[config.mk]
export PLATFORM = sky130hd
export DESIGN_NAME = multdiv_ctrl
export DESIGN_NICKNAME = d
export VERILOG_FILES = /design/src/rtl/multdiv_ctrl.sv
export SDC_FILE = /design/constraint.sdc
export NUM_CORES = 1
export LEC_CHECK = 0
export CAP_MARGIN = 10
export CORE_ASPECT_RATIO = 1.2
export CORE_MARGIN = 2
export CORE_UTILIZATION = 30
export CTS_BUF_LIST = sky130_fd_sc_hd__clkbuf_8
export CTS_CLUSTER_DIAMETER = 30
export DETAILED_ROUTE_END_ITERATION = 8
export DONT_BUFFER_PORTS = 1
export GPL_ROUTABILITY_DRIVEN = 0
export PLACE_DENSITY = 0.46
export REMOVE_ABC_BUFFERS = 1
export SYNTH_ARGS = -nofsm -noshare
export SYNTH_HDL_FRONTEND = slang
export SYNTH_SLANG_ARGS = --single-unit
[constraint.sdc]
create_clock -name clock -period 4.7 [get_ports clock]
set_input_delay 0.235 -clock clock [delete_from_list [all_inputs] [get_ports clock]]
set_output_delay 0.235 -clock clock [all_outputs]
set_load 0.05 [all_outputs]
[src/rtl/multdiv_ctrl.sv]
`default_nettype none
// ============================================================================
// Module   : multdiv_ctrl
// Purpose  : Execute-stage sequencer for the multi-cycle multiply/divide unit.
//            Decodes mul/div, pulses the unit start, stalls the pipe until the
//            unit is ready (or the watchdog fires), then releases the insn
//            with the captured result for one cycle.
// Revision : 1.0 - initial release
// ============================================================================
module multdiv_ctrl #(
  parameter int MAX_CYCLES = 40,
  parameter int CNT_W      = 6
) (
  input  logic        clock,
  input  logic        reset,
  input  logic [31:0] insn_x,
  input  logic        valid_x,
  input  logic        flush,
  input  logic        md_resultRDY,
  input  logic        md_exception,
  input  logic [31:0] md_result,
  output logic        ctrl_MULT,
  output logic        ctrl_DIV,
  output logic        stall,
  output logic        busy,
  output logic [31:0] result,
  output logic [4:0]  result_rd,
  output logic        result_valid,
  output logic        exception,
  output logic        timeout
);

  localparam logic [4:0]       C_ALU_MUL  = 5'b00110;
  localparam logic [4:0]       C_ALU_DIV  = 5'b00111;
  localparam logic [CNT_W-1:0] C_CNT_LAST = CNT_W'(MAX_CYCLES - 1);

  typedef enum logic [1:0] {
    S_IDLE  = 2'd0,
    S_START = 2'd1,
    S_BUSY  = 2'd2,
    S_DONE  = 2'd3
  } state_t;

  state_t           r_state;
  state_t           w_next;
  logic [CNT_W-1:0] r_cnt;
  logic             r_op_div;
  logic [4:0]       r_rd_pend;
  logic [31:0]      r_result;
  logic [4:0]       r_rd;
  logic             r_exc;
  logic             r_tmo;

  logic             w_is_md;
  logic             w_go;
  logic             w_cnt_last;
  logic             w_unused;

  // Only the opcode, rd and ALU-op fields matter to this block.
  assign w_unused   = ^{insn_x[21:7], insn_x[1:0]};

  assign w_is_md    = (insn_x[31:27] == 5'b00000) &&
                      ((insn_x[6:2] == C_ALU_MUL) || (insn_x[6:2] == C_ALU_DIV));
  assign w_go       = valid_x & w_is_md & ~flush;
  assign w_cnt_last = (r_cnt == C_CNT_LAST);

  assign result     = r_result;
  assign result_rd  = r_rd;
  assign exception  = r_exc;
  assign timeout    = r_tmo;

  // State register.
  always_ff @(posedge clock) begin
    if (reset) begin
      r_state <= S_IDLE;
    end else begin
      r_state <= w_next;
    end
  end

  // Next-state and state-decoded control outputs; stall is combinational in
  // IDLE so the md insn is frozen on its very first X cycle.
  always_comb begin
    w_next       = r_state;
    stall        = 1'b0;
    busy         = 1'b0;
    ctrl_MULT    = 1'b0;
    ctrl_DIV     = 1'b0;
    result_valid = 1'b0;
    case (r_state)
      S_IDLE: begin
        if (w_go) begin
          stall  = 1'b1;
          w_next = S_START;
        end
      end
      S_START: begin
        stall     = 1'b1;
        busy      = 1'b1;
        ctrl_MULT = ~r_op_div;
        ctrl_DIV  = r_op_div;
        w_next    = flush ? S_IDLE : S_BUSY;
      end
      S_BUSY: begin
        stall = 1'b1;
        busy  = 1'b1;
        if (flush) begin
          w_next = S_IDLE;
        end else if (md_resultRDY || w_cnt_last) begin
          w_next = S_DONE;
        end
      end
      S_DONE: begin
        busy         = 1'b1;
        result_valid = 1'b1;
        w_next       = S_IDLE;
      end
      default: begin
        w_next = S_IDLE;
      end
    endcase
  end

  // Op/rd latch at issue, watchdog counter, and result capture on completion.
  // A flushed op leaves the visible result registers untouched.
  always_ff @(posedge clock) begin
    if (reset) begin
      r_cnt     <= '0;
      r_op_div  <= 1'b0;
      r_rd_pend <= '0;
      r_result  <= '0;
      r_rd      <= '0;
      r_exc     <= 1'b0;
      r_tmo     <= 1'b0;
    end else begin
      case (r_state)
        S_IDLE: begin
          if (w_go) begin
            r_op_div  <= (insn_x[6:2] == C_ALU_DIV);
            r_rd_pend <= insn_x[26:22];
          end
        end
        S_START: begin
          r_cnt <= '0;
        end
        S_BUSY: begin
          r_cnt <= r_cnt + 1'b1;
          if (!flush) begin
            if (md_resultRDY) begin
              r_result <= md_result;
              r_exc    <= md_exception;
              r_tmo    <= 1'b0;
              r_rd     <= r_rd_pend;
            end else if (w_cnt_last) begin
              r_result <= '0;
              r_exc    <= 1'b1;
              r_tmo    <= 1'b1;
              r_rd     <= r_rd_pend;
            end
          end
        end
        default: begin
        end
      endcase
    end
  end

endmodule
`default_nettype wire

==> impl_summary.txt <==
----------------------------------------------------
[Outcome]
  Status ... complete, no violations

[Clock network]
  Post-CTS Hold Fix Bufs ... 1
  CTS tree ... yes
  Master cell of the clock root buffer ... clkbuf_8
  Post-CTS repair timing setup buffer count ... 0
  Maximum level of the CTS H-tree ... 2
  TritonCTS Sinks ... between 50 and 60
  Clock buffer count from CTS ... 5
  Clock network latency to the later pin of the worst-skew pair ... about 0.30 ns
  Number of gates given a new drive strength after cts ... 0
  Largest buffer count on any clock path ... 2
  Clk pin slew, worst setup/hold paths ... 0.10 ns

[Global routing]
  Most utilized layer in the global route result ... met2
  Met1 global-route usage ... approximately 14%
  Met2 GRT Util ... between 15 and 20%
  Antenna violations before repair ... 0
  Total grt overflow ... 0
  Global-route track usage on met3 ... approximately 5.5%
  Wire length of the first global-routing pass ... 6.75 mm
  Via count of the first global-routing pass ... ~1.4k
  GRT Util Overall ... around an eighth
  Pin count of the biggest net entering global routing ... 33

[Floorplan]
  Number of top-level pins ... between 100 and 150
  Initial standard-cell utilization of the core ... a little under a third
  Number of core rows ... 32
  Placeable Area ... ~0.0064 mm2
  Die Span Y ... 93.8 um
  Die area ... 0.00739 mm2
  Width of the chip ... 78.8 um

[Finish]
  Share of final-layout standard cells stronger than drive strength 1 ... approximately 10%
  Most frequent standard cell in the layout excluding fill and tap cells ... dfxtp_1
  Number of nets in the final layout ... ~260
  Utilization after layout ... 33.9%
  Number of diodes added for antenna fixing ... 0
  Filler instances ... about 650
  Leading cell types in the layout, fill and taps excluded ... dfxtp_1, a22o_1, nor2_1
  Synthesis-to-layout area growth ... 8.45%

[Placed design]
  Number of I/O port buffers ... 0
  HPWL reported at the end of detailed placement ... 3.16 mm

[Yosys]
  Number of library cell types mapped by synthesis ... 35
  Number of flops mapped to enable cells by yosys ... 0
  Post-Synthesis Cells ... 177
  Cell types with the largest area share after synthesis ... dfxtp_1, a22o_1, ha_1, mux2i_1, nor2_1
  Compound-Gate Fraction of Synth Area ... 21.6%
  Share of Yosys cell area claimed by the top area cell type ... 52.7%
  Share of flip-flops with an asynchronous set or reset ... 0%
  Warning count from the yosys run ... 0
  Cell area after synthesis ... ~0.0020 mm2
  Adder-cell area share of the yosys netlist ... ~3.7%
  Number of synthesized register bits ... 53
  Multiplexer fraction of the synthesized cell area ... between 3 and 4%
  Average footprint of a synthesized cell ... ~11 um2
  Xor-xnor portion of the synthesized cell area ... roughly 2.2%
  Basic-gate share of the synthesized area counting and, or, nand and nor cells ... about an eighth
  Seq/Total Area, Yosys ... a little over half
  Cell type with the highest aggregate area in the netlist ... dfxtp_1
  Most used flip-flop cell after synthesis ... dfxtp_1
  Dominant combinational cell family by area after synthesis ... compound AO/OA/AOI/OAI gates

[Setup path]
  Critical Path Fanout Max ... 6
  Buffer and inverter count on the worst path ... 2
  Crit path max-delay family ... compound AO/OA/AOI/OAI gates
  CP Class ... reg2out
  Max stage delay cell, worst path ... a21oi_1
  Category of the worst setup path launch point ... flop
  Required @ worst endpoint ... around 4.5 ns
  Crit path top cell by count ... inv_1
  Type of destination of the critical path ... primary output
  Peak per-stage delay on the critical path ... 0.82 ns
  Arrival @ worst endpoint ... about 2.1 ns
  Worst-path cell chain ... inv_1, ha_1, inv_1, a21oi_1

[Detailed routing]
  DR pass1 iterations ... 4
  Vias per cell ... slightly above 5
  Count of nets left with antenna violations after detail routing ... 0
  Via count ... between 1k and 1.5k
  Residual DRC count ... 0
  Wire length per cell after detailed routing ... between 15 and 20 um
  Post-Route WL ... ~4.3 mm
  DRC violation total after the first TritonRoute iteration ... 45

[Timing]
  RSZ-0062 raised after global routing ... no
  Sum of negative setup slack ... 0 ns
  Clock skew ... about 0.008 ns
  Tightest slew margin relative to the limit ... roughly 30%
  Portion of the clock cycle consumed by the worst path in the final layout ... approximately half
  Transition time at the pin with the least slew margin ... roughly 1.1 ns
  Count of final hold-check violations ... 0
  F_max ... roughly 0.42 GHz
  Max-slew violation count ... 0
  Final setup vio count ... 0
  Post-route minimum period ... ~2.4 ns

[Pwr]
  Total leakage power ... ~0.85 nW
  Power per cell area ... roughly 340 mW/mm2
  Highest ir drop seen on vdd ... approximately 0.13 mV

[Worst hold path]
  Min-delay worst type ... in2reg

[Run]
  Max cap viols ... 0

----------------------------------------------------
flip-flops by register name, summed over array words and instances, names as in the netlist:
name,flops
result,32
result_rd,5
r_rd_pend,5
timeout,1
exception,1
r_state,2
r_cnt,6
r_op_div,1
worst reg2reg max path, stage by stage (launching register included):
cell and delay [ns]:
dfxtp_1 0.40, inv_1 0.10, ha_1 0.24, nor2b_1 0.16, buf_4 0.17, a21oi_4 0.63
a22o_1 0.28
power breakdown:
part           switching (W)  total [W]  internal [W]
registers        0.000000786   0.000450      0.000449
logic              0.0000163  0.0000223    0.00000606
clock network       0.000147   0.000267      0.000120
total               0.000164   0.000739      0.000575
through the flow:
step | worst slack, ns | hold slack [ns] | instances | area (um2) | power (W)
2_1_floorplan | 2.51 | 0.304 | 169 | 1950 | 0.000477
3_3_place_gp | 2.60 | 0.306 | 255 | 2060 | 0.000480
3_5_place_dp | 2.48 | 0.308 | 255 | 2060 | 0.000481
4_1_cts | 2.31 | 0.0349 | 264 | 2170 | 0.000755
5_1_grt | 2.22 | 0.0279 | 265 | 2180 | 0.000773
6_report | 2.33 | 0.0490 | 265 | 2180 | 0.000739
Yosys cell counts (2+ instances only):
library cell	count
nand3_1	6
nor2b_1	2
buf_6	3
nor2_1	12
nand4_1	2
mux2i_1	7
dfxtp_1	53
a22o_1	32
buf_4	3
a21oi_1	8
inv_1	5
nor3_1	2
ha_1	6
xor2_1	4
o21ai_0	6
o211a_1	2
nand2_1	6
per-layer routing:
layer | share of wire (%) | routed length [um] | up-vias
li1 | - | - | 650
met1 | 40 | 1710 | 628
met2 | 46 | 1970 | 85
met3 | 13 | 546 | 5
met4 | 1.3 | 55 | 0
met5 | 0 | 0 | -
path summary, 6_finish.rpt:
kind         depth (start not counted)           from         end  slack (ns)
max reg2reg                          6     r_state[0]  result[25]        2.67
min reg2reg                          2       r_op_div    r_op_div        0.47
max                                  4     r_state[0]       stall        2.33
min                                  1  md_result[27]  result[27]        0.05
area by class of cell:
type                       count  area (um2)  share of cell area, %
sequential                    53        1060                   48.6
multi-input combinational    111         870                   39.8
tap                           85         106                   4.87
clock buffer                   6        82.6                   3.78
timing repair buffer           3        32.5                   1.49
inverter                       5        18.8                  0.859
clock inverter                 2        13.8                  0.630
logic make-up after synthesis:
| group | Yosys count |
|---|---|
| compound gates | 54 |
| xor+xnor | 5 |
| fa+ha+maj | 6 |
| buf+inv | 13 |
| flops | 53 |
| mux | 7 |
| simple gates | 39 |
(Power assumes the default switching activity.)
